`src/rtl/i2s_dac_tx.sv`:
```
// I2S / left-justified DAC transmitter for the WM8731 (codec is clock master).
// Mono samples from a 2-entry stream buffer are sent on both channels.
`timescale 1ns/1ps
module i2s_dac_tx #(
    parameter int N         = 16,
    parameter bit I2S_MODE  = 1'b1,
    parameter int SLOT_BITS = 32
) (
    input  logic         clk,
    input  logic         rst_n,
    input  logic         bclk,
    input  logic         daclrck,
    input  logic         x_valid,
    output logic         x_ready,
    input  logic [N-1:0] x_data,
    output logic         dacdat,
    output logic         underrun,
    output logic [15:0]  underrun_count,
    output logic         frame_start
);

    localparam int CW = $clog2(SLOT_BITS + 1);

    typedef enum logic [1:0] {
        IDLE  = 2'd0,
        LEFT  = 2'd1,
        RIGHT = 2'd2
    } state_t;

    state_t state_q, state_d;

    logic          bclk_s1, bclk_s2, bclk_h;
    logic          lr_s1, lr_s2, lr_h;
    logic          bclk_fall, lr_fall, lr_rise;

    logic [N-1:0]  mem [2];
    logic          wr_ptr, rd_ptr;
    logic [1:0]    count;
    logic          push, pop, empty;

    logic [N-1:0]  frame_reg;
    logic [N-1:0]  shift_reg;
    logic [CW-1:0] bit_cnt;
    logic          dacdat_q;
    logic [15:0]   ur_cnt_q;

    logic          load_right;
    logic [N-1:0]  load_val;
    logic [N-1:0]  src;

    assign bclk_fall = bclk_h & ~bclk_s2;
    assign lr_fall   = lr_h & ~lr_s2;
    assign lr_rise   = ~lr_h & lr_s2;

    assign empty    = (count == 2'd0);
    assign x_ready  = rst_n && (count != 2'd2);
    assign push     = x_valid && x_ready;
    assign pop      = lr_fall && !empty;
    assign src      = empty ? '0 : mem[rd_ptr];

    assign load_right = lr_rise && (state_q == LEFT);
    assign load_val   = lr_fall ? src : frame_reg;

    assign dacdat         = dacdat_q;
    assign underrun_count = ur_cnt_q;

    // Two-flop synchronisers plus a history flop for edge detection
    always_ff @(posedge clk or negedge rst_n) begin
        if (!rst_n) begin
            bclk_s1 <= 1'b0;
            bclk_s2 <= 1'b0;
            bclk_h  <= 1'b0;
            lr_s1   <= 1'b0;
            lr_s2   <= 1'b0;
            lr_h    <= 1'b0;
        end else begin
            bclk_s1 <= bclk;
            bclk_s2 <= bclk_s1;
            bclk_h  <= bclk_s2;
            lr_s1   <= daclrck;
            lr_s2   <= lr_s1;
            lr_h    <= lr_s2;
        end
    end

    // Sample buffer: push from the stream, pop only at a left-channel start
    always_ff @(posedge clk or negedge rst_n) begin
        if (!rst_n) begin
            wr_ptr <= 1'b0;
            rd_ptr <= 1'b0;
            count  <= 2'd0;
        end else begin
            if (push) begin
                mem[wr_ptr] <= x_data;
                wr_ptr      <= ~wr_ptr;
            end
            if (pop) begin
                rd_ptr <= ~rd_ptr;
            end
            unique case ({push, pop})
                2'b10:   count <= count + 2'd1;
                2'b01:   count <= count - 2'd1;
                default: count <= count;
            endcase
        end
    end

    // Channel state register
    always_ff @(posedge clk or negedge rst_n) begin
        if (!rst_n) begin
            state_q <= IDLE;
        end else begin
            state_q <= state_d;
        end
    end

    // Next-state: a left start is taken from any state, right only after left
    always_comb begin
        state_d = state_q;
        unique case (state_q)
            IDLE:    if (lr_fall) state_d = LEFT;
            LEFT:    if (lr_fall) state_d = LEFT;
                     else if (lr_rise) state_d = RIGHT;
            RIGHT:   if (lr_fall) state_d = LEFT;
            default: state_d = IDLE;
        endcase
    end

    // Word loading at channel starts and bit shifting on BCLK falling edges
    always_ff @(posedge clk or negedge rst_n) begin
        if (!rst_n) begin
            frame_reg <= '0;
            shift_reg <= '0;
            bit_cnt   <= '0;
            dacdat_q  <= 1'b0;
        end else if (lr_fall || load_right) begin
            if (lr_fall) begin
                frame_reg <= src;
            end
            if (I2S_MODE) begin
                shift_reg <= load_val;
                bit_cnt   <= '0;
                dacdat_q  <= 1'b0;
            end else begin
                shift_reg <= load_val << 1;
                bit_cnt   <= CW'(1);
                dacdat_q  <= load_val[N-1];
            end
        end else if (bclk_fall && state_q != IDLE) begin
            if (bit_cnt < CW'(N)) begin
                dacdat_q  <= shift_reg[N-1];
                shift_reg <= shift_reg << 1;
                bit_cnt   <= bit_cnt + CW'(1);
            end else begin
                dacdat_q  <= 1'b0;
            end
        end
    end

    // Status pulses and the saturating underrun counter
    always_ff @(posedge clk or negedge rst_n) begin
        if (!rst_n) begin
            underrun    <= 1'b0;
            frame_start <= 1'b0;
            ur_cnt_q    <= 16'd0;
        end else begin
            underrun    <= lr_fall && empty;
            frame_start <= lr_fall;
            if (lr_fall && empty && ur_cnt_q != 16'hFFFF) begin
                ur_cnt_q <= ur_cnt_q + 16'd1;
            end
        end
    end

endmodule

```
`config.mk`:
```
export PLATFORM = sky130hd
export DESIGN_NAME = i2s_dac_tx
export DESIGN_NICKNAME = d
export VERILOG_FILES = /design/src/rtl/i2s_dac_tx.sv
export SDC_FILE = /design/constraint.sdc
export NUM_CORES = 1
export LEC_CHECK = 0
export ABC_AREA = 1
export BUFFER_PORTS_ARGS = -buffer_cell sky130_fd_sc_hd__buf_2
export CAP_MARGIN = 15
export CORE_MARGIN = 5
export CORE_UTILIZATION = 55
export DETAILED_ROUTE_END_ITERATION = 8
export MAX_ROUTING_LAYER = met4
export PLACE_DENSITY = 0.75
export SYNTH_ARGS = -nofsm -noshare
export SYNTH_HDL_FRONTEND = slang
export SYNTH_SLANG_ARGS = --single-unit
```
`constraint.sdc`:
```
create_clock -name clk -period 4.96 [get_ports clk]
set_input_delay 0.496 -clock clk [delete_from_list [all_inputs] [get_ports clk]]
set_output_delay 0.496 -clock clk [all_outputs]
set_load 0.01 [all_outputs]
```
After elaboration in Yosys (flattened, before gate mapping)
Memories as Yosys holds them, arrays and structs flattened.
Cells that the tools add are included.
{"block": "word_totals", "ff_bits": 69, "latchBits": 0, "ramBits": 32, "romBits": 0, "input_bits": 21, "out_inout_bits": 20, "elab_cells": 76, "memories": 1}
{"name": "mem", "words": 2, "word_bits": 16, "read_ports": 1, "rd_clocked_by_memory_dff": 0, "write_ports": 1, "line_no": "36", "text": "logic [N-1:0] mem [2];"}
{"block": "op_classes", "add_sub_neg": 4, "multipliers": 0, "div_mod_pow": 0, "order_cmp": 1, "n_eq_ne": 8, "n_shift": 0, "n_mux": 18, "bitwise_logic": 8, "n_reduce_logical": 19}
{"cell": "16-bit two-way mux", "count": 5}
{"cell": "6-bit two-way mux", "count": 3}
{"cell": "16-bit by 1-bit adder with 16-bit output (second input constant)", "count": 1}
{"cell": "16-bit != test (second input constant)", "count": 1}
{"cell": "1-bit logical AND", "count": 8}
{"cell": "2-bit one-hot mux with 2 select lines", "count": 2}
{"cell": "2-bit nonzero test", "count": 4}
{"cell": "6-bit by 1-bit adder with 6-bit output (second input constant)", "count": 1}
{"cell": "6-bit by 5-bit less-than comparator with 1-bit output (second input constant)", "count": 1}
{"cell": "2-bit two-way mux", "count": 3}
{"cell": "1-bit two-way mux", "count": 5}
{"cell": "1-bit NOT", "count": 5}
{"cell": "2-bit by 1-bit == test with 1-bit output (second input constant)", "count": 2}
{"cell": "2-bit == test (second input constant)", "count": 2}
{"cell": "2-bit logical NOT", "count": 2}
{"cell": "2-bit AND reduction", "count": 2}
{"cell": "1-bit bitwise AND", "count": 3}
{"cell": "3-bit != test (second input constant)", "count": 1}
{"cell": "2-bit by 1-bit adder with 2-bit output (second input constant)", "count": 1}
{"cell": "2-bit by 1-bit != test with 1-bit output (second input constant)", "count": 1}
{"cell": "2-bit != test (second input constant)", "count": 1}
{"cell": "2-bit OR reduction", "count": 1}
{"cell": "2-bit by 1-bit subtractor with 2-bit output (second input constant)", "count": 1}
{"cell": "1-bit logical NOT", "count": 1}
{"cell": "1-bit logical OR", "count": 1}

Logic depth before layout (Yosys ltp)
Gate-level depths: netlist (run 1).
{"block": "logic_depth", "word_depth": 6, "depth_mapped": 9, "mapped_depth_nobuf": 9}

Worst setup path after synthesis (run 1)
OpenSTA, ideal clock, no wires.
{"block": "synth_path", "path_type": "in2reg", "from": "input rst_n", "to": "memory mem[0][0], enable pin", "setup_ps": 388, "arrival_ps": 1782, "required_ps": 4572, "setup_slack_ps": 2790, "cell_stages": 3, "path_buffers": 0, "cell_sequence": "a21boi_0 nand2_1 nor2_1"}
{"block": "synth_between", "elab_chain_cells": 5}
{"item": "start: declaration", "line_no": "10", "text": "input logic rst_n,"}
{"item": "1-bit logical AND", "line_no": "56", "text": "assign x_ready = rst_n && (count != 2'd2);"}
{"item": "1-bit logical AND", "line_no": "57", "text": "assign push = x_valid && x_ready;"}
{"item": "1-bit two-way mux", "line_no": "93", "text": "if (push) begin"}
{"item": "1-bit logical AND (implied by the code) *", "line_no": "94", "text": "mem[wr_ptr] <= x_data;"}
{"item": "1-bit two-way mux (implied by the code) *", "line_no": "94"}
{"item": "end: declaration", "line_no": "36"}
Mark *: on every way between the ends. The rest lies on a longest branch, timed or not.

Worst setup path after layout (run 1)
{"block": "layout_path", "from": "register lr_s2", "to": "register shift_reg[1]"}
{"block": "layout_between", "elab_chain_cells": 5, "word_cells_on_any_way": 10, "cone_classes": "mux (2); bitwise (3); reduce/logical (5)"}
{"item": "start: declaration", "line_no": "33", "text": "logic lr_s1, lr_s2, lr_h;"}
{"item": "start signal: assignment", "line_no": "81", "text": "lr_s2 <= lr_s1;"}
{"item": "1-bit NOT *", "line_no": "52", "text": "assign lr_fall = lr_h & ~lr_s2;"}
{"item": "1-bit bitwise AND *", "line_no": "52"}
{"item": "net lr_fall", "line_no": "34", "text": "logic bclk_fall, lr_fall, lr_rise;"}
{"item": "1-bit logical OR", "line_no": "136", "text": "end else if (lr_fall || load_right) begin"}
{"item": "2-bit nonzero test (no source line)"}
{"item": "2-bit AND reduction (no source line)"}
{"item": "end signal: assignment", "line_no": "141", "text": "shift_reg <= load_val;"}
{"item": "end signal: assignment", "line_no": "145", "text": "shift_reg <= load_val << 1;"}
{"item": "end signal: assignment", "line_no": "152", "text": "shift_reg <= shift_reg << 1;"}
{"item": "end: declaration", "line_no": "42", "text": "logic [N-1:0] shift_reg;"}
The timed path passes the listed nets; every way through them passes the cells marked *.
A chain may end at the register's enable or synchronous reset.

==> summary.txt, run 1 <==
Run status
  • Status: finished, final reports clean

Yosys
  • #FFs+latches synth: approximately 100
  • Top FF cell, synth: dfrtp_1
  • Synth Instances: 460
  • Post-synth EDFFs: 32
  • Synth Warn #: 0
  • Seq/Total Area, Yosys: 0.617
  • FFs w/ async S/R, synth: 0.683
  • Synth cell types: 33
  • Avg Inst Size Synth: 9.46 µm²
  • Post-Syn Area: 4350 µm²
  • Synth Net Count: a little under 500

Critical path
  • Cell Chain, Critical Path: inv_1, ha_1, inv_2, nand2_1, nor2_2, nand2_1, nand3_1
  • Critical Path Start Type: register
  • Worst EP required: around 5300 ps
  • Worst Path Max Fanout: 20
  • Most common cell on crit path: nand2_1
  • CP max stage delay: approximately 700 ps
  • Worst Path Class, Setup: register to register
  • Critical-path top delay cell: nor2_2
  • Top cell family by delay on the critical path: simple AND/OR/NAND/NOR gates
  • Crit. End Element: register
  • Critical Path AT: 2680 ps
  • Buf/Inv on CP: 2

Power and ir drop
  • Worst vdd ir: 0.000227 V
  • Pwr Density: 437 nW/µm²
  • Tot Pwr: between 2 and 2.5 mW
  • Leakage power: about 2.3 nW

Floorplan
  • Die Wd: ~100 µm
  • Starting Density: 0.563
  • Ports: between 40 and 50
  • Core ar.: between 7000 and 8000 µm²
  • DIE AREA: ~9800 µm²
  • Cell Rows: 32
  • Chip height: 99.0 µm

Finish
  • Largest register FFs: 32
  • Fill cells: between 600 and 700
  • Post-Layout Cell Count: 607
  • Layout area overhead: 10.2%
  • Layout net count: ~530
  • Layout cells sized above 1: 0.143
  • # diodes: 0
  • Reg with most FFs: mem

Clocking
  • Later-pin clock latency in the skew report: 350 ps
  • Setup Fix Bufs, Post-CTS: 0
  • CTS Buffer Depth: 2
  • CTS tree: done
  • # clock sinks: between 100 and 150
  • Root Driver: clkbuf_8
  • Num CTS Buffers: 9
  • Reg clk slew, reported paths: approximately 90 ps
  • Post-cts hold buffer count: 0
  • H-tree Lvls: 3
  • CTS resizes: 0

GRT
  • GR Util All Layers: 0.176
  • Initial antenna violation count: 0
  • GRT Residual Overflow: 0
  • First-pass GRT wire length: 13,600 µm
  • Pin count of the biggest net entering global routing: 70
  • Vias in the first global route: approximately 3,000

STA
  • Final WS setup: 2570 ps
  • Relative slew slack: 0.443
  • Final Hold Fails: 0
  • Slew Limit Fails: 0
  • Fin crit period: ~2400 ps
  • Final total negative setup slack: 0 ps
  • Worst Skew: 8.09 ps
  • Hold WS: approximately 240 ps
  • Worst-margin pin slew: about 840 ps
  • Final setup fails: 0
  • Period utilization: 0.482
  • Unrepaired setup endpoints after global routing: no
  • Max Fclk: around 0.42 GHz

Routing
  • Vias/cell: between 5 and 6
  • DRT Pass-1 Iters: 4
  • Post-Route WL: roughly 7800 µm
  • DRC violations left: 0
  • Drt wl/cell: roughly 13 µm
  • Vias: between 3,000 and 4,000
  • Routed Antenna Nets: 0
  • Initial DRC count: 170

Placed design
  • DP Cell Count: just under 600
  • Place WS: ~2600 ps
  • Input/output buffers: 40
  • RD Place Congestion: 0.831
  • HPWL Detailed: 5430 µm

Flow run
  • MaxCap Viol Count: 0

Hold path
  • Hold crit path type: primary input to register
cells in the final DEF (no fill, tap or decap), types with 2 or more instances in the layout:
cell        count
nand2_1       196
dfrtp_1        69
nand3_1        41
buf_2          40
edfxtp_1       32
nor2_1         26
inv_1          22
o21ai_0         9
xnor2_1         9
clkbuf_8        9
nand4_1         5
ha_1            5
inv_2           4
xor2_1          4
a21oi_1         4
nand2_2         3
clkinv_1        3
buf_4           3
a21boi_0        2
nor2_4          2
nor2_2          2
clkinvlp_2      2
cell usage after synthesis, types with 2 or more instances:
master      n  share of area
a21boi_0    2         0.0034
a21oi_1     4         0.0046
buf_2       6         0.0069
buf_6       4          0.010
clkbuf_1    2         0.0017
dfrtp_1    69           0.40
edfxtp_1   32           0.22
ha_1        5          0.014
inv_1      22          0.019
inv_2       4         0.0034
nand2_1   196           0.17
nand2_2     3         0.0043
nand3_1    41          0.047
nand4_1     5         0.0072
nor2_1     26          0.022
nor2_2      2         0.0029
nor2_4      2         0.0052
o21ai_0     9          0.010
xnor2_1     9          0.018
xor2_1      4         0.0080
power breakdown:
part,total [mW],switching [mW],internal (mW)
Sequential,1.16,0.111,1.05
Clock,0.498,0.268,0.230
Combinational,0.436,0.278,0.158
area by class of cell:
cell class,count,area [µm²],share of cell area
repair buffers,43,223,0.0464
multi-input cells,318,1470,0.306
clock buffers,9,124,0.0258
well taps,102,128,0.0266
inverters,27,101,0.0211
flip-flops and latches,101,2690,0.560
clock inverters,7,65.1,0.0136
per-stage QoR:
| stage | cell area, µm² | utilization |
|---|---|---|
| floorplan | 4350 | - |
| global placement | 4610 | 0.597 |
| detailed placement | 4610 | 0.597 |
| CTS | 4800 | 0.621 |
| global route | 4800 | 0.621 |
| finish | 4800 | 0.621 |
worst paths after layout:
check / cells past startpoint / start / slack [ps] / endpoint
worst max-delay path: 7 / lr_s2 / 2570 / shift_reg[1]
worst min-delay path: 1 / bclk / 240 / bclk_s1
worst max register to register: 7 / lr_s2 / 2570 / shift_reg[1]
worst min register to register: 0 / bclk_s1 / 360 / bclk_s2
max in group asynchronous: 2 / rst_n / 4080 / bit_cnt[5]
min in group asynchronous: 2 / rst_n / 330 / count[1]
routing by layer:
| metal | track usage | wire [µm] | up-vias |
|---|---|---|---|
| met5 | - | 0 | - |
| met4 | 0.0504 | 56 | 0 |
| met3 | 0.0347 | 348 | 4 |
| met2 | 0.292 | 3980 | 68 |
| met1 | 0.221 | 3370 | 1482 |
| li1 | - | - | 1545 |
cells by family (layout without fill, tap and decap cells):
kind of cell | after synthesis | after routing | synth area share
flops | 101 | 101 | 0.617
xor+xnor | 13 | 13 | 0.0262
buf+inv | 41 | 86 | 0.0448
simple gates | 280 | 280 | 0.268
fa+ha+maj | 5 | 5 | 0.0144
compound gates | 20 | 20 | 0.0287
worst reg2reg max path, delay by kind of cell (launching register included):
family | cells | cell delay (ps)
fa+ha+maj | 1 | 280
flops | 1 | 380
buf+inv | 2 | 320
simple gates | 4 | 1360
Note: power is estimated with default switching activity, not from simulation.
==> run 2: changes to the inputs <==
==> constraint.sdc (replaced) <==
create_clock -name clk -period 2.4 [get_ports clk]
set_input_delay 0.24 -clock clk [delete_from_list [all_inputs] [get_ports clk]]
set_output_delay 0.24 -clock clk [all_outputs]
set_load 0.01 [all_outputs]
==> summary.txt, run 2 (synthesis results as in run 1) <==
GRT
  • Vias in the first global route: 3,093 (+2.7%)
  • GR Util All Layers: 0.179 (+0.00305)
  • Initial antenna violation count: 0 (unchanged)
  • GRT Residual Overflow: 0 (unchanged)
  • First-pass GRT wire length: 14,000 µm (+2.5%)
  • Pin count of the biggest net entering global routing: 70 (unchanged)

Finish
  • Layout net count: 531 (+0.95%)
  • Fin area: 4850 µm² (+1.1%)
  • Largest register FFs: 32 (unchanged)
  • Most common cell after layout, fill and taps aside: nand2_1
  • Reg with most FFs: mem
  • Layout area overhead: 11.4%
  • # diodes: 0 (unchanged)
  • Final core utilization: 0.628 (+0.00664)
  • Layout cells sized above 1: 0.149 (+0.00645)
  • Commonest cells after routing, fill and taps aside: nand2_1, dfrtp_1, nand3_1, buf_2, edfxtp_1
  • Fill cells: 638 (-0.78%)

Routing
  • Vias/cell: 5.09 (-0.27%)
  • Routed Antenna Nets: 0 (unchanged)
  • DRT Pass-1 Iters: 4 (unchanged)
  • Vias: 3,116 (+0.55%)
  • Initial DRC count: 177 (+4.1%)
  • Drt wl/cell: 13.0 µm (+1.6%)
  • Post-Route WL: 7940 µm (+2.4%)
  • DRC violations left: 0 (unchanged)

Power and ir drop
  • Pwr Density: 904 nW/µm² (+110%)
  • Worst vdd ir: 0.000531 V (+130%)
  • Leakage power: 2.30 nW (+1.1%)

Clocking
  • H-tree Lvls: 3 (unchanged)
  • Post-cts hold buffer count: 2 (+2)
  • Setup Fix Bufs, Post-CTS: 0 (unchanged)
  • Num CTS Buffers: 9 (unchanged)
  • CTS resizes: 0 (unchanged)
  • Reg clk slew, reported paths: 100 ps (about the same)
  • CTS Buffer Depth: 2 (unchanged)
  • CTS tree: done
  • # clock sinks: 101 (unchanged)
  • Root Driver: clkbuf_8
  • Later-pin clock latency in the skew report: 350 ps (about the same)

STA
  • Final setup fails: 0 (unchanged)
  • Slew Limit Fails: 0 (unchanged)
  • Unrepaired setup endpoints after global routing: no
  • Worst Skew: 11.3 ps (+3.16 ps)
  • Final total negative setup slack: 0 ps (unchanged)
  • Worst-margin pin slew: 849 ps (+13.6 ps)
  • Period utilization: 0.811 (+0.329)
  • Max Fclk: 0.514 GHz (+23%)
  • Final Hold Fails: 0 (unchanged)
  • Final WS setup: 453 ps (-2120 ps)
  • Fin crit period: 1950 ps (-444 ps)
  • Hold WS: 68.3 ps (-177 ps)
  • Relative slew slack: 0.434 (-0.00909)

Critical path
  • Critical Path Start Type: register
  • Most common cell on crit path: nand2_1
  • Cell Chain, Critical Path: inv_1, ha_1, inv_2, nand2_1, inv_2, nand2_1, nand2_1, o21ai_0
  • Critical-path top delay cell: dfrtp_1
  • Crit. End Element: register
  • Worst Path Class, Setup: register to register
  • Worst EP required: 2630 ps (-2620 ps)
  • Worst Path Max Fanout: 22 (+10%)
  • CP max stage delay: 370 ps (-310 ps)
  • Critical Path AT: 2180 ps (-500 ps)
  • Buf/Inv on CP: 3 (+1)
  • Top cell family by delay on the critical path: buffers and inverters

Floorplan
  • Die Wd: 99.0 µm (unchanged)
  • DIE AREA: 9790 µm² (unchanged)
  • Core ar.: 7730 µm² (unchanged)
  • Cell Rows: 32 (unchanged)
  • Starting Density: 0.563 (unchanged)
  • Chip height: 99.0 µm (unchanged)
  • Ports: 41 (unchanged)

Placed design
  • Input/output buffers: 40 (unchanged)
  • HPWL Detailed: 5490 µm (+1.1%)
  • Place WS: 411 ps (-2160 ps)
  • RD Place Congestion: 0.853 (+2.7%)
  • Placed Area: 4630 µm² (+0.49%)

Run status
  • Status: finished, final reports clean

Flow run
  • MaxCap Viol Count: 0 (unchanged)

Hold path
  • Hold crit path type: primary input to register
run 2: cell count changes in the layout (fill, tap and decap cells not counted), sizes merged:
cell	before	now
clkinvlp	2	3
buf	43	46
inv	27	28
clkinv	4	2
dlygate4sd3	0	2
run 2: path summary, 6_finish.rpt:
check | startpoint | end | slack (ps) | cells past startpoint
max in group asynchronous | rst_n | shift_reg[4] | 1760 | 2
hold / removal | x_data[5] | mem[0][5] | 70 | 1
setup reg to reg | lr_s2 | bit_cnt[4] | 450 | 8
hold reg to reg | bclk_s1 | bclk_s2 | 360 | 0
min in group asynchronous | rst_n | count[0] | 100 | 2
setup / recovery | lr_s2 | bit_cnt[4] | 450 | 8
run 2: worst reg2reg max path, stage by stage, from the launching register on:
cell,delay (ps)
dfrtp_1,370
inv_1,50
ha_1,270
inv_2,270
nand2_1,220
inv_2,330
nand2_1,140
nand2_1,90
o21ai_0,80
run 2: per-layer routing:
metal	part of all wire	GRT usage	up-vias	wire, µm
li1	-	-	1568	-
met1	0.44	0.220	1494	3480
met2	0.51	0.301	46	4070
met3	0.036	0.0333	8	285
met4	0.013	0.0557	0	102
met5	0	-	-	0
run 2: area by class of cell:
class,count,area (µm²),share of cell area
clock buffers,9,124,0.0255
clock inverters,7,73.8,0.0152
inverters,27,101,0.0209
multi-input cells,318,1470,0.303
flip-flops and latches,101,2690,0.554
well taps,102,128,0.0263
repair buffers,48,265,0.0547
run 2: power breakdown:
group / leakage (nW) / switching (mW) / internal (mW)
logic: 1.02 / 0.588 / 0.335
clock network: 0.0914 / 0.574 / 0.487
registers: 1.19 / 0.226 / 2.17
total: 2.30 / 1.39 / 3.00
run 2: stage by stage:
stage | std cells | total power, mW
6_report | 612 | 4.38
5_1_grt | 612 | 4.70
4_1_cts | 612 | 4.43
3_5_place_dp | 594 | 3.37
3_3_place_gp | 594 | 3.33
2_1_floorplan | 460 | 3.09
